===== src/rtl/io_switch_cfg_loader.sv =====
// Serial config loader: shifts in a PROG_W-bit word plus a 4-bit nibble-XOR checksum and commits it to prog only if the checksum matches.
// Latency: prog/cfg_done (or cfg_err) appear one cycle after the edge that samples the last checksum bit.
// Backpressure: none; the sender paces bits with cfg_valid, and cfg_valid=0 stalls the frame indefinitely.
module io_switch_cfg_loader #(
    parameter int PROG_W = 16   // multiple of 4, at least 4
) (
    input  logic              clb_clk,
    input  logic              clb_rst_n,
    input  logic              cfg_start,
    input  logic              cfg_valid,
    input  logic              cfg_din,
    output logic              cfg_busy,
    output logic              cfg_done,
    output logic              cfg_err,
    output logic              prog_loaded,
    output logic [PROG_W-1:0] prog
);

    localparam int CW = $clog2(PROG_W);

    typedef enum logic [1:0] {
        IDLE = 2'd0,
        DATA = 2'd1,
        CHK  = 2'd2,
        EVAL = 2'd3
    } state_t;

    state_t            state;
    logic [PROG_W-1:0] shadow;
    logic [CW-1:0]     bit_cnt;
    logic [3:0]        chk;
    logic [3:0]        exp_chk;

    // Expected checksum: XOR of every nibble of the shifted-in word.
    always_comb begin
        exp_chk = 4'h0;
        for (int i = 0; i < PROG_W / 4; i++) begin
            exp_chk = exp_chk ^ shadow[i*4 +: 4];
        end
    end

    // Busy is a pure decode of the state register, so it stays glitch-free.
    assign cfg_busy = (state != IDLE);

    // Frame FSM; prog is written only from EVAL so a partial word never leaks out.
    always_ff @(posedge clb_clk or negedge clb_rst_n) begin
        if (!clb_rst_n) begin
            state       <= IDLE;
            shadow      <= '0;
            bit_cnt     <= '0;
            chk         <= 4'h0;
            prog        <= '0;
            prog_loaded <= 1'b0;
            cfg_done    <= 1'b0;
            cfg_err     <= 1'b0;
        end else begin
            cfg_done <= 1'b0;
            cfg_err  <= 1'b0;
            case (state)
                IDLE: begin
                    if (cfg_start) begin
                        state   <= DATA;
                        shadow  <= '0;
                        bit_cnt <= '0;
                        chk     <= 4'h0;
                    end
                end
                DATA: begin
                    if (cfg_start) begin
                        // Abort and restart; the bit presented with start is dropped.
                        shadow  <= '0;
                        bit_cnt <= '0;
                        chk     <= 4'h0;
                    end else if (cfg_valid) begin
                        shadow <= {shadow[PROG_W-2:0], cfg_din};
                        if (bit_cnt == CW'(PROG_W - 1)) begin
                            bit_cnt <= '0;
                            state   <= CHK;
                        end else begin
                            bit_cnt <= bit_cnt + 1'b1;
                        end
                    end
                end
                CHK: begin
                    if (cfg_start) begin
                        state   <= DATA;
                        shadow  <= '0;
                        bit_cnt <= '0;
                        chk     <= 4'h0;
                    end else if (cfg_valid) begin
                        chk <= {chk[2:0], cfg_din};
                        if (bit_cnt == CW'(3)) begin
                            bit_cnt <= '0;
                            state   <= EVAL;
                        end else begin
                            bit_cnt <= bit_cnt + 1'b1;
                        end
                    end
                end
                EVAL: begin
                    // A start arriving here is ignored; evaluation always completes.
                    if (chk == exp_chk) begin
                        prog        <= shadow;
                        prog_loaded <= 1'b1;
                        cfg_done    <= 1'b1;
                    end else begin
                        cfg_err <= 1'b1;
                    end
                    state <= IDLE;
                end
                default: state <= IDLE;
            endcase
        end
    end

endmodule


===== config.mk =====
export PLATFORM = sky130hd
export DESIGN_NAME = io_switch_cfg_loader
export DESIGN_NICKNAME = d
export VERILOG_FILES = /design/src/rtl/io_switch_cfg_loader.sv
export SDC_FILE = /design/constraint.sdc
export NUM_CORES = 1
export LEC_CHECK = 0
export CORE_MARGIN = 8
export CORE_UTILIZATION = 45
export CTS_CLUSTER_SIZE = 24
export DETAILED_ROUTE_END_ITERATION = 8
export GPL_TIMING_DRIVEN = 0
export PLACE_DENSITY = 0.77
export SYNTH_ARGS = -nofsm -noshare
export SYNTH_HDL_FRONTEND = slang
export SYNTH_SLANG_ARGS = --single-unit

===== constraint.sdc =====
create_clock -name clb_clk -period 5.9 [get_ports clb_clk]
set_input_delay 1.18 -clock clb_clk [delete_from_list [all_inputs] [get_ports clb_clk]]
set_output_delay 1.18 -clock clb_clk [all_outputs]
set_load 0.1 [all_outputs]

### Word level (Yosys, flattened, before mapping)

Cells that the tools add are included.

* output and inout port bits: 20
* logic and storage cells: 66
* register bits: 45

* bitwise logic cells: 3
* muxes and demuxes: 27
* reductions and logical operators: 12
* add/sub/neg operators: 1
* eq/ne operators: 15

Operator list (count)
* 16-bit two-way mux: 3
* 4-bit two-way mux: 9
* 16-bit one-hot mux with 2 select lines: 1
* 2-bit two-way mux: 7
* 4-bit one-hot mux with 3 select lines: 1
* 4-bit bitwise XOR: 3
* 3-bit inequality test, second input constant: 3
* 2-bit inequality test, second input constant: 4
* 2-bit one-hot mux with 4 select lines: 1
* 4-bit one-hot mux with 2 select lines: 1
* 3-bit AND reduction: 2
* 6-bit AND reduction: 1
* 2-bit nonzero test: 3
* 4-bit by 1-bit adder with 4-bit output, second input constant: 1
* 2-bit equality test, second input constant: 2
* 4-bit by 2-bit equality test with 1-bit output, second input constant: 1
* 4-bit equality test: 1
* 4-bit equality test, second input constant: 1
* 1-bit two-way mux: 4
* 2-bit by 1-bit inequality test with 1-bit output, second input constant: 2
* 4-bit AND reduction: 1
* 2-bit OR reduction: 2
* 3-bit nonzero test: 1
* 2-bit by 1-bit equality test with 1-bit output, second input constant: 1
* other kinds (2): 2

### Depth between registers and ports, before layout

Gate-level depths: netlist of the first run.

* depth after elaboration: 6
* mapped depth: 7
* gate-level depth less buffers: 7

### Least setup slack after synthesis of the first run

No wires, ideal clock.

* path type: input to register
* start point: input cfg_start
* end point: register bit_cnt[3]
* buffers on the path: 1
* data required time: 5.813 ns
* cell stages on the path: 6
* slack: 3.229 ns
* arrival time: 2.585 ns
* cells stage by stage: buf_2 nor2b_1 o21ai_1 a21bo_2 or4_1 o211ai_1

* word-level cells in the longest chain between the ends: 2

RTL lines
* start, declared: RTL line 9 `input logic cfg_start,`
* 3-bit inequality test (no source line), or another cell as far along
* 4-bit AND reduction (no source line) / 4-bit one-hot mux with 3 select lines (equally long branches)
* end signal, assigned: RTL line 80 `bit_cnt <= bit_cnt + 1'b1;`
* end signal, assigned: RTL line 96 `bit_cnt <= bit_cnt + 1'b1;`
* end, declared: RTL line 30 `logic [CW-1:0] bit_cnt;`

Parallel ways exist; a longest one is shown, timed or not.
A chain may end at the register's enable or synchronous reset.

### Final worst setup path of the first run

* start point: register state[1]
* end point: output cfg_busy

* word-level cells in the longest chain between the ends: 1

RTL lines
* start, declared: RTL line 28 `state_t state;`
* start signal, assigned: RTL line 48 `state <= IDLE;`
* start signal, assigned: RTL line 62 `state <= DATA;`
* start signal, assigned: RTL line 78 `state <= CHK;`
* 2-bit nonzero test: RTL line 43 `assign cfg_busy = (state != IDLE);`
* end, declared: RTL line 12 `output logic cfg_busy,`

No other way between the ends.

==> flow_summary.json, run 1 <==
{
  "required_ns": 4.72,
  "power_leakage_nw": 1.18,
  "numPortBuffers": 23,
  "nNetsFinal": 201,
  "yosys_warnings": 0,
  "yosys.area.top_type_share": 0.541,
  "grt-ovfl-total": 0,
  "synth_cell_type_count": 38,
  "syn_avg_cell_area_um2": 13.0,
  "crit_chain": "inv_1 > ha_1 > inv_1 > clkdlybuf4s50_1",
  "slew_violations": 0,
  "rows": 24,
  "worstSetupPathType": "reg2out",
  "drcViolationCount": 0,
  "h-tree-depth": 2,
  "cts_tree": "done",
  "max_freq_mhz": 287,
  "area_delta_synth_final_pct": 19.3,
  "die_area_um2": 7060,
  "diodes": 0,
  "pre_cts_ws_ns": 2.75,
  "hp-class": "reg2reg",
  "post-cts-setup-buffers": 0,
  "synthesis.area_um2": 2080,
  "worst_pin_slew_ns": 0.971,
  "core-area_um2": 4410,
  "yosys.area.top_type": "dfrtp_1",
  "synth_nets": 170,
  "ys_seq_area_frac": 0.541,
  "setup_viol": 0,
  "top_usage_layer": "met2",
  "layout_common_cells": "dfrtp_1 (45), clkdlybuf4s50_1 (22), a22o_1 (16), inv_1 (10)",
  "synth_cells": 160,
  "hold_buffers": 0,
  "irDropWorstVdd_mv": 0.301,
  "fin_hold_ws_ns": 0.475,
  "timing.critical_path.mode_cell": "inv_1",
  "finalSetupTns_ns": 0,
  "instances_no_fill": 244,
  "drive_gt1_frac": 0.182,
  "clockBufferDepth": 2,
  "fin_crit_sh": 0.591,
  "path_clk_slew_ns": 0.08,
  "wirelength_um": 3710,
  "worstPathArrival_ns": 2.30,
  "finalWorstSetupSlack_ns": 2.42,
  "register_area_um2": 1130,
  "cts-root-buf": "clkbuf_8",
  "grt_pass1_vias": 1425,
  "clk_latency_ns": 0.30,
  "final_common_cell": "dfrtp_1",
  "end_kind": "primary output",
  "cts_resized": 0,
  "status": "finished, final reports clean",
  "num_io_pins": 25,
  "synthArstFlopShare": 1.00,
  "grt_use_met3": 0.0381,
  "synth_edf_count": 0,
  "hold_viol_final": 0,
  "gp_congestion": 0.812,
  "rsz0062_at_grt": "no",
  "routed_via_density": 5.41,
  "dp_hpwl_um": 2760,
  "drt_iter0_drc": 45,
  "power_mw": 1.02,
  "grt_pass1_wl_um": 6590,
  "fillers": 381,
  "grt_antenna_before_repair": 0,
  "met2_usage": 0.179,
  "p_per_area_nw_per_um2": 409,
  "fin_crit_ns": 3.48,
  "skew_ns": 0.00549,
  "cts.sinks": 45,
  "slew_headroom": 0.350,
  "critPathLaunchType": "flop",
  "cpPeakStageDelay_ns": 1.14,
  "detail-route-antenna-nets": 0,
  "critPathMaxFanout": 6,
  "cts-buffers-inserted": 5,
  "vias": 1321,
  "track_usage": 0.114,
  "drt-pass1-iter-count": 4,
  "met1_usage": 0.135,
  "synth-seq-cells": 45,
  "synth_flop_cell": "dfrtp_1",
  "maxCapViolCount": 0,
  "start_util": 0.471,
  "dp.cells": 236,
  "grt_max_degree": 37,
  "die_w_um": 84,
  "die_h_um": 84,
  "multi_input_area_um2": 893,
  "synthTopCellsByArea": "dfrtp_1 (54%), a22o_1 (6.7%), mux2_4 (5.8%)",
  "wl_per_cell_um": 15.2,
  "critPathSlowestCell": "clkdlybuf4s50_1"
}
-- through the flow --
stage | util | area, um2
finish | 0.562 | 2480
global route | 0.562 | 2480
CTS | 0.562 | 2480
detailed placement | 0.542 | 2390
global placement | 0.538 | 2380
floorplan | - | 2080
-- sequential cells by signal, indices dropped and copies added (netlist names) --
register and count:
prog_loaded 1, prog 16, state 2, cfg_err 1
chk 4, bit_cnt 4, shadow 16, cfg_done 1
-- Yosys cell counts, types with 3 or more instances --
| library cell | n |
|---|---|
| a21oi_1 | 6 |
| a22o_1 | 16 |
| dfrtp_1 | 45 |
| ha_1 | 5 |
| inv_1 | 10 |
| mux2_2 | 8 |
| mux2_4 | 8 |
| nand2_1 | 6 |
| nand2b_1 | 4 |
| nand3_1 | 5 |
| o21ai_0 | 7 |
| o21bai_1 | 3 |
| xnor2_1 | 4 |
| xnor3_1 | 4 |
| xor2_1 | 4 |
-- worst paths after layout --
path | from | endpoint | slack [ns] | depth (start not counted)
worst max-delay path | state[1] | cfg_busy | 2.42 | 4
worst min-delay path | prog_loaded | prog_loaded | 0.48 | 1
worst max register to register | state[0] | shadow[14] | 3.54 | 7
worst min register to register | prog_loaded | prog_loaded | 0.48 | 1
max in group asynchronous | clb_rst_n | prog[1] | 4.72 | 2
min in group asynchronous | clb_rst_n | prog[8] | 0.73 | 1
-- logic make-up (layout without fill, tap and decap cells) --
family / count (synthesis) / after routing / share of synthesized area
flip-flops: 45 / 45 / 0.541
AO/OA/AOI/OAI: 40 / 40 / 0.139
AND/OR/NAND/NOR: 28 / 28 / 0.0824
multiplexers: 16 / 16 / 0.101
buffers and inverters: 14 / 46 / 0.0295
XOR/XNOR: 12 / 12 / 0.0770
adder cells (fa/ha/maj): 5 / 5 / 0.0301
-- area by class of cell --
class / count / area share
multi-input cells: 101 / 0.360
repair buffers: 24 / 0.0988
flip-flops and latches: 45 / 0.454
clock buffers: 5 / 0.0277
clock inverters: 3 / 0.00907
inverters: 10 / 0.0151
plain buffers: 4 / 0.00958
well taps: 52 / 0.0262
-- where the power goes --
group / internal [mW] / switching (mW)
logic: 0.152 / 0.305
registers: 0.341 / 0.0312
clock network: 0.0839 / 0.103
-- worst max-delay path, delay by kind of cell, from the launching register on --
kind | cells | cell delay [ns]
buffers and inverters | 3 | 1.35
adder cells (fa/ha/maj) | 1 | 0.21
flip-flops | 1 | 0.45
-- layer usage --
metal	up-vias	part of all wire
met4	0	0.022
met1	647	0.45
li1	640	-
met3	8	0.053
met2	26	0.48
met5	-	0
Note: power is estimated with default switching activity, not from simulation.
==> inputs of run 2 (changes only) <==
==> constraint.sdc (replaced) <==
create_clock -name clb_clk -period 3.5 [get_ports clb_clk]
set_input_delay 0.7 -clock clb_clk [delete_from_list [all_inputs] [get_ports clb_clk]]
set_output_delay 0.7 -clock clb_clk [all_outputs]
set_load 0.1 [all_outputs]
==> results of run 2 <==
Same layout as run 1 (identical final DEF). Status: finished, final reports clean.
Among the figures that moved: setup slack after placement 2.75 ns -> 0.827 ns; setup slack after layout 2.42 ns -> 0.495 ns; hold slack 0.475 ns -> 0.248 ns; register-to-register setup slack 3.54 ns -> 1.14 ns; total power 1.02 mW -> 1.71 mW; worst IR drop on VDD 0.301 mV -> 0.507 mV
==> inputs of run 3 (changes only) <==
==> constraint.sdc (replaced) <==
create_clock -name clb_clk -period 3.9 [get_ports clb_clk]
set_input_delay 0.78 -clock clb_clk [delete_from_list [all_inputs] [get_ports clb_clk]]
set_output_delay 0.78 -clock clb_clk [all_outputs]
set_load 0.1 [all_outputs]
==> results of run 3 <==
Same layout as run 1 (identical final DEF). Status: finished, final reports clean.
Among the figures that moved: setup slack after placement 2.75 ns -> 1.15 ns; setup slack after layout 2.42 ns -> 0.815 ns; hold slack 0.475 ns -> 0.328 ns; register-to-register setup slack 3.54 ns -> 1.54 ns; total power 1.02 mW -> 1.54 mW; worst IR drop on VDD 0.301 mV -> 0.455 mV
==> RTL edit: new RTL, settings of run 1 <==
Change the parameter `PROG_W` from 16 to 8.
--- a/src/rtl/io_switch_cfg_loader.sv
+++ b/src/rtl/io_switch_cfg_loader.sv
@@ -2,7 +2,7 @@
 // Latency: prog/cfg_done (or cfg_err) appear one cycle after the edge that samples the last checksum bit.
 // Backpressure: none; the sender paces bits with cfg_valid, and cfg_valid=0 stalls the frame indefinitely.
 module io_switch_cfg_loader #(
-    parameter int PROG_W = 16   // multiple of 4, at least 4
+    parameter int PROG_W = 8   // multiple of 4, at least 4
 ) (
     input  logic              clb_clk,
     input  logic              clb_rst_n,
Ports: changed (resized prog); port bits go from 25 to 17. The function was not compared with the original's and may differ.
==> RTL edit against run 1 <==
  * Non-clock buffer count down 12
  * Worst setup slack got worse by 45 ps
  * Sequential share of layout area decreased by 2.0 points
  * Synthesized cell count is 29% lower
  * Largest power group unchanged
  * Sequential cell count is 17 lower
  * Critical endpoint unchanged
  * Largest cell class unchanged
  * Power shrank 30%
  * Highest routed layer unchanged
  * Design area down 35%
  * Area after synthesis decreased by 33%
  * Global-route usage is 1.2 points lower
  * Clock power is 49% lower
  * Wire length is 33% lower
  * Via count is 32% lower
==> RTL edit: results (changes against run 1) <==
| Metric | Value |
|---|---|
| Status | completed |
| Port bufs | 15 (-35%) |
| Clock latency on the worst-skew pair | 320 ps (+20 ps) |
| H-tree depth | 1 (-1) |
| Slowest-stage cell, CP | clkdlybuf4s50_1 |
| Clock skew | 0.6396 ps (-4.847 ps) |
| Biggest regs | prog: 8 flops, shadow: 8 flops, chk: 4 flops |
| Reg2reg setup slack | 3810 ps (+270 ps) |
| Leak Pwr | 0.7672 nW (-35%) |
| Layout cells sized above 1 | 15.04% (-3.2 points) |
| Inst Count DP | 162 (-31%) |
| Minimum clock period | 3530 ps (+44.94 ps) |
| Number of global-route vias before repair | 921 (-35%) |
| Syn Inst Count | 114 (-29%) |
| Worst slew margin | 34.55% (-0.50 points) |
| GPL Wtd Cong | 0.8632 (+6.3%) |
| Initial antenna violation count | 0 (unchanged) |
| Clock Tree Buf Depth | 2 (unchanged) |
| Total track usage | 10.27% (-1.2 points) |
| Synth area leaders | dfrtp_1 (50%), mux2_2 (8.1%), ha_1 (6.3%) |
| CTS resizes | 0 (unchanged) |
| Compound-Gate Fraction of Synth Area | 11.42% (-2.5 points) |
| CTS Buf Count | 3 (-2) |
| Post-synthesis xor/xnor area fraction | 5.935% (-1.8 points) |
| Final nets | 146 (-27%) |
| Worst slack, placed | 2747 ps (+0.2400 ps) |
| Mux share of post-synthesis cell area | 13.31% (+3.2 points) |
| # fillers | 277 (-27%) |
| Initial DRC count | 53 (+18%) |
| Setup bufs post-CTS | 0 (unchanged) |
| Largest family of logic cells by synthesized area | multiplexers |
| WP data arrival | 2350 ps (+50 ps) |
| Largest net degree at the start of global routing | 29 (-22%) |
| Final HPWL DP | 1885 um (-32%) |
| Via density | 5.392 (-0.41%) |
| Crit-path max FO | 5 (-1) |
| Syn_nets | 126 (-26%) |
| Register area share after synthesis | 50.36% (-3.8 points) |
| Async SR Flop Fraction | 100.0% (unchanged) |
| Sw frac | 46.82% (+3.5 points) |
| CTS Root Cell | clkbuf_4 |
| Global-route wire length before repair | 4250 um (-35%) |
| Synth top cells by count | dfrtp_1 (28), inv_1 (13), mux2_2 (10) |
| Per-cell routed wire length | 14.87 um (-2.2%) |
| Unique masters post-synth | 30 (-21%) |
| Via count | 895 (-32%) |
| Top delay family on crit path | buffers and inverters |
| Post-synthesis adder-cell area fraction | 6.295% (+3.3 points) |
| Worst path max stage delay | 1140 ps (about the same) |
| VDD IR max | 179.9 uV (-40%) |
| Reg clk slew, reported paths | 150 ps (+70 ps) |
## RTL edit: path summary, 6_finish.rpt
check | endpoint | cells after the start | start
hold / removal | prog_loaded$_DFFE_PN0P_ | 1 | prog_loaded$_DFFE_PN0P_
setup / recovery | cfg_busy | 4 | state[0]$_DFFE_PN0P_
max in group asynchronous | prog[5]$_DFFE_PN0P_ | 1 | clb_rst_n
min in group asynchronous | state[1]$_DFFE_PN0P_ | 1 | clb_rst_n
hold reg to reg | prog_loaded$_DFFE_PN0P_ | 1 | prog_loaded$_DFFE_PN0P_
setup reg to reg | shadow[3]$_DFFE_PN0P_ | 6 | state[0]$_DFFE_PN0P_
## RTL edit: cell families after synthesis
group / Yosys count
flip-flops: 28
AO/OA/AOI/OAI: 22
AND/OR/NAND/NOR: 20
multiplexers: 17
buffers and inverters: 14
adder cells (fa/ha/maj): 7
XOR/XNOR: 6
## RTL edit: worst reg2reg max path, cell delays in order, from the launching register on
cell and delay (ps):
dfrtp_1 450, inv_1 100, ha_1 300, or2_2 330, a21oi_1 180, nor3b_2 470
a22o_1 200
## RTL edit: layer usage
layer  global-route usage [%]  vias up  wire, um
met5                        0        -         0
met4                    4.082        0        15
met3                    2.650        2       100
met2                    16.60       15      1214
met1                    12.69      445      1138
li1                         -      433         -
## RTL edit: layout make-up
class | count | share of cell area (%)
plain buffers | 1 | 0.2326
clock buffers | 4 | 2.248
inverters | 13 | 3.023
multi-input cells | 72 | 39.53
flip-flops and latches | 28 | 43.41
well taps | 33 | 2.558
repair buffers | 15 | 8.992
## RTL edit: power by group through the flow
stage,clock [W],combinational [W],sequential (W)
2_1_floorplan,0,0.000197,0.000342
6_report,0.0000945,0.000368,0.000249
5_1_grt,0.000102,0.000393,0.000254
3_3_place_gp,0,0.000358,0.000251
4_1_cts,0.0000959,0.000371,0.000250
3_5_place_dp,0,0.000369,0.000254
## RTL edit: through the flow
| stage | cell area, sq um | hold WS [ps] | total power [W] |
|---|---|---|---|
| 6_report | 1614 | 495.7 | 0.0007113 |
| 5_1_grt | 1614 | 511.5 | 0.0007489 |
| 4_1_cts | 1619 | 497.4 | 0.0007162 |
| 3_5_place_dp | 1583 | 460.0 | 0.0006229 |
| 3_3_place_gp | 1583 | 450.8 | 0.0006091 |
| 2_1_floorplan | 1391 | 504.5 | 0.0005389 |
